**src/rtl/mem_port_arbiter.sv**
```systemverilog
// mem_port_arbiter: shares one OBI memory port between fetch and LSU, routing in-order responses via a source-ID FIFO.
// Optional MEM_ARB_RR_EN selects round-robin arbitration instead of fixed data-side priority.
module mem_port_arbiter #(
    parameter int          MAX_OUTSTANDING = 2,
    parameter logic [31:0] PC_RESET        = 32'h0
) (
    input  logic        clk,
    input  logic        rstn,
    input  logic        instr_req_i,
    input  logic [31:0] instr_addr_i,
    output logic        instr_gnt_o,
    output logic        instr_rvalid_o,
    output logic [31:0] instr_rdata_o,
    output logic        instr_err_o,
    input  logic        data_req_i,
    input  logic [31:0] data_addr_i,
    input  logic        data_we_i,
    input  logic [3:0]  data_be_i,
    input  logic [31:0] data_wdata_i,
    output logic        data_gnt_o,
    output logic        data_rvalid_o,
    output logic [31:0] data_rdata_o,
    output logic        data_err_o,
    output logic        mem_req_o,
    output logic [31:0] mem_addr_o,
    output logic        mem_we_o,
    output logic [3:0]  mem_be_o,
    output logic [31:0] mem_wdata_o,
    input  logic        mem_gnt_i,
    input  logic        mem_rvalid_i,
    input  logic [31:0] mem_rdata_i,
    input  logic        mem_err_i,
    input  logic        flush_i,
    output logic [2:0]  outstanding_o,
    output logic        spurious_o
);
    typedef enum logic {IDLE, HOLD} state_t;
    state_t      state, state_next;
    logic [2:0]  count;
    logic [1:0]  rptr, wptr;
    logic [3:0]  src_q, disc_q;
    logic        hold_instr, arb_instr, sel_instr, full, accept, pop, head_ok;
    logic        unused_pc;
    assign unused_pc = ^PC_RESET;

    function automatic logic [1:0] inc(input logic [1:0] p);
        return (p == 2'(MAX_OUTSTANDING - 1)) ? 2'd0 : p + 2'd1;
    endfunction

`ifdef MEM_ARB_RR_EN
    logic last_instr;
    assign arb_instr = instr_req_i & (~data_req_i | ~last_instr);
`else
    assign arb_instr = instr_req_i & ~data_req_i;
`endif

    assign full      = count == 3'(MAX_OUTSTANDING);
    assign sel_instr = (state == HOLD) ? hold_instr : arb_instr;
    assign mem_req_o = (instr_req_i | data_req_i) & ~full;
    assign accept    = mem_req_o & mem_gnt_i;
    assign pop       = mem_rvalid_i & (count != 3'd0);

    assign mem_addr_o  = sel_instr ? instr_addr_i : data_addr_i;
    assign mem_we_o    = ~sel_instr & data_we_i;
    assign mem_be_o    = sel_instr ? 4'hF : data_be_i;
    assign mem_wdata_o = sel_instr ? 32'h0 : data_wdata_i;

    assign instr_gnt_o = accept & sel_instr;
    assign data_gnt_o  = accept & ~sel_instr;

    // Discarded heads are popped but produce no response on either side.
    assign head_ok        = pop & ~disc_q[rptr];
    assign instr_rvalid_o = head_ok & src_q[rptr];
    assign data_rvalid_o  = head_ok & ~src_q[rptr];
    assign instr_err_o    = instr_rvalid_o & mem_err_i;
    assign data_err_o     = data_rvalid_o & mem_err_i;
    assign instr_rdata_o  = mem_rdata_i;
    assign data_rdata_o   = mem_rdata_i;
    assign outstanding_o  = count;

    always_comb begin
        state_next = state;
        state_next = (state == IDLE) ? ((mem_req_o & ~mem_gnt_i) ? HOLD : IDLE)
                                     : (mem_gnt_i ? IDLE : HOLD);
    end

    always_ff @(posedge clk or negedge rstn) begin
        if (!rstn) begin
            state      <= IDLE;
            hold_instr <= 1'b0;
            count      <= 3'd0;
            rptr       <= 2'd0;
            wptr       <= 2'd0;
            src_q      <= 4'd0;
            disc_q     <= 4'd0;
            spurious_o <= 1'b0;
`ifdef MEM_ARB_RR_EN
            last_instr <= 1'b1;
`endif
        end else begin
            state <= state_next;
            if (state == IDLE) hold_instr <= arb_instr;
            disc_q <= flush_i ? (disc_q | src_q) : disc_q;
            if (accept) begin
                src_q[wptr]  <= sel_instr;
                disc_q[wptr] <= sel_instr & flush_i;
                wptr         <= inc(wptr);
            end
            if (pop) rptr <= inc(rptr);
            if (accept & ~pop) count <= count + 3'd1;
            else if (~accept & pop) count <= count - 3'd1;
            if (mem_rvalid_i & (count == 3'd0)) spurious_o <= 1'b1;
`ifdef MEM_ARB_RR_EN
            if (accept) last_instr <= sel_instr;
`endif
        end
    end
endmodule

```
**config.mk**
```make
export PLATFORM = sky130hd
export DESIGN_NAME = mem_port_arbiter
export DESIGN_NICKNAME = d
export VERILOG_FILES = /design/src/rtl/mem_port_arbiter.sv
export SDC_FILE = /design/constraint.sdc
export NUM_CORES = 1
export LEC_CHECK = 0
export ABC_AREA = 1
export CELL_PAD_IN_SITES_DETAIL_PLACEMENT = 2
export CELL_PAD_IN_SITES_GLOBAL_PLACEMENT = 2
export CORE_UTILIZATION = 11
export DETAILED_ROUTE_END_ITERATION = 8
export PLACE_DENSITY_LB_ADDON = 0.1
export SYNTH_ARGS = -nofsm -noshare
export SYNTH_HDL_FRONTEND = slang
export SYNTH_SLANG_ARGS = --single-unit
```
**constraint.sdc**
```tcl
create_clock -name clk -period 4.7 [get_ports clk]
set_input_delay 0.705 -clock clk [delete_from_list [all_inputs] [get_ports clk]]
set_output_delay 0.705 -clock clk [all_outputs]
set_load 0.005 [all_outputs]
```
==> summary.md <==
| Metric | Value |
|---|---|
| Antenna diode count | 0 |
| Slew margin rel. | 0.408 |
| Synthesis-stage register bit count | 18 |
| Synth Flop Type | dfrtp_1 |
| R2r setup slk | 2640 ps |
| CP Max Fanout | 51 |
| Pwr Density | 288 nW/µm² |
| Synth area leaders | buf_4, nand2_1, dfrtp_1 |
| Final setup fails | 0 |
| FP Rows | 50 |
| Crit path kind | in -> out |
| First-iteration detailed-routing DRC count | 24 |
| CTS max path bufs | 2 |
| Final wirelength | 9620 µm |
| Setup bufs post-CTS | 0 |
| Most common cell after layout, fill and taps aside | clkdlybuf4s50_1 |
| # clock sinks | 18 |
| Pin count of the biggest net entering global routing | 52 |
| Maxcap violations | 0 |
| Commonest cells after routing, fill and taps aside | clkdlybuf4s50_1, nand2_1, inv_1 |
| Leak pwr | 1.79 nW |
| DIE AREA | 20,000 µm² |
| TritonCTS Buffers | 3 |
| Post-synth EDFFs | 0 |
| Synth top area share | 0.239 |
| Cell variety after synth | 27 |
| Critical Path Source Type | input port |
| Synthesized instance count | 356 |
| Maximum vdd drop | 0.0000952 V |
| PostCTS Resize Cnt | 0 |
| Total gr overflow | 0 |
| Hold Fails Final Rpt | 0 |
| HP Class | reg -> reg |
| Sequential element share of the synthesized area | 0.211 |
| Status | completed |
| Slew @ Worst Pin | 885 ps |
| Gpl congestion | 0.699 |
| Avg Inst Size Synth | 6.00 µm² |
| Placeable core region | 18,900 µm² |
| CTS tree | done |
| First-pass GRT wire length | 14,700 µm |
| Maximum clock skew at final layout | 1.13 ps |
| Largest area contributor in the netlist | buf_4 |
| Worst-Skew Late Latency | 250 ps |
| Hold_buf cts | 0 |
| IO Pins | 285 |
| Max-slew violation count | 0 |
| # H-tree levels | 1 |
| First-pass DRT Iterations | 3 |
| Netlist Area Pre-Place | 2140 µm² |
| Layout area overhead | 81.7% |
| Tcrit/Tclk final | 0.750 |
| Worst path required time | 3990 ps |
| Clock slew at reported path FFs | 50 ps |
| CP Capture Type | output pin |
| Initial core utilization | 0.113 |
| Drt wl/cell | 13.1 µm |
| Vias post-DR | 2,510 |
| Setup TNS | 0 ps |
| RSZ-0062 raised after global routing | false |
| Root buffer cell | clkbuf_16 |
| Number of global-route vias before repair | 2,801 |
| DRC violations left | 0 |
| Layout net count | 618 |
| Tot GR Track Use | 0.0943 |
| Ys async rst share | 1.00 |
| Post-detailed-placement half-perimeter wirelength | 8210 µm |
| WP data arrival | 2820 ps |
| Syn nets | 499 |
| # port buffers | 188 |
| Share of layout cells above drive strength 1 | 0.0381 |
| Total Power | 1.12 mW |
| Crit path time final | 3520 ps |
| DRT antenna net count | 0 |
| Die Ht | 141 µm |
| Initial antenna violation count | 0 |
| Max Clock Freq | 0.284 GHz |
| Yosys warns | 0 |
| Die X-Extent | 141 µm |
| Drt via density | 3.42 |
==> cell families (layout without fill, tap and decap cells) <==
family                     Yosys count  count (layout)  share of synthesized area
xor gates and xnor gates             4               4                     0.0164
AOI/OAI and AO/OA                   16              16                     0.0445
buffers and inverters              129             246                      0.351
and+or+nand+nor                    187             187                      0.361
DFF                                 18              18                      0.211
adders and majority gates            2               2                     0.0152
==> per-stage QoR <==
step	instance area (µm²)	cells	setup WS, ps	hold WS, ps	util
after global placement	3800	730	1090	456	0.201
after floorplan	2140	356	2560	409	-
after CTS	3880	733	1070	471	0.205
after detailed placement	3800	730	1080	459	0.201
final	3880	733	1180	466	0.205
after global routing	3880	733	918	484	0.205
==> flip-flops by register name (all words and copies together) (netlist names) <==
| signal | flops |
|---|---|
| disc_q | 4 |
| hold_instr | 1 |
| outstanding_o | 3 |
| rptr | 2 |
| spurious_o | 1 |
| src_q | 4 |
| state | 1 |
| wptr | 2 |
==> final timing paths <==
path / from / to / cells after the start
max: data_req_i / mem_addr_o[17] / 8
max reg2reg: outstanding_o[0] / outstanding_o[2] / 10
max in group asynchronous: rstn / rptr[0] / 1
min: spurious_o / spurious_o / 1
min in group asynchronous: rstn / outstanding_o[0] / 1
min reg2reg: spurious_o / spurious_o / 1
==> area by class of cell <==
type                       count  area, µm²
fill                        2289      15000
timing repair buffer         189       1890
multi-input combinational    209        935
sequential                    18        450
tap                          260        325
inverter                      54        205
clock buffer                   3       75.1
==> metal layers <==
layer | track usage | vias to the layer above | part of all wire
li1 | - | 1211 | -
met1 | 0.0949 | 1140 | 0.36
met2 | 0.172 | 150 | 0.50
met3 | 0.0506 | 9 | 0.14
met4 | 0.0166 | 0 | 0.0063
met5 | 0 | - | 0
==> cells in the mapped netlist (2+ instances only) <==
| cell | instances |
|---|---|
| nand2_1 | 126 |
| buf_4 | 68 |
| inv_1 | 50 |
| nor2_1 | 41 |
| dfrtp_1 | 18 |
| o21ai_0 | 9 |
| buf_2 | 7 |
| a21oi_1 | 4 |
| nand3_1 | 4 |
| inv_2 | 3 |
| nand3_2 | 3 |
| nand4_1 | 3 |
| or2_1 | 3 |
| nor3_1 | 2 |
| xnor2_1 | 2 |
| xor2_1 | 2 |
==> where the power goes <==
part	internal, mW	switching, mW	total [mW]
combinational	0.378	0.299	0.677
sequential	0.213	0.0582	0.271
clock	0.112	0.0592	0.171
total	0.702	0.416	1.12
==> worst max-delay path, stage by stage <==
cell and delay, ps:
clkdlybuf4s50_1 460, inv_1 70, nand3_2 80, nand2_4 300
inv_4 460, nand2_1 90, nand2_1 80, clkdlybuf4s50_1 560
Note: power is estimated with default switching activity, not from simulation.
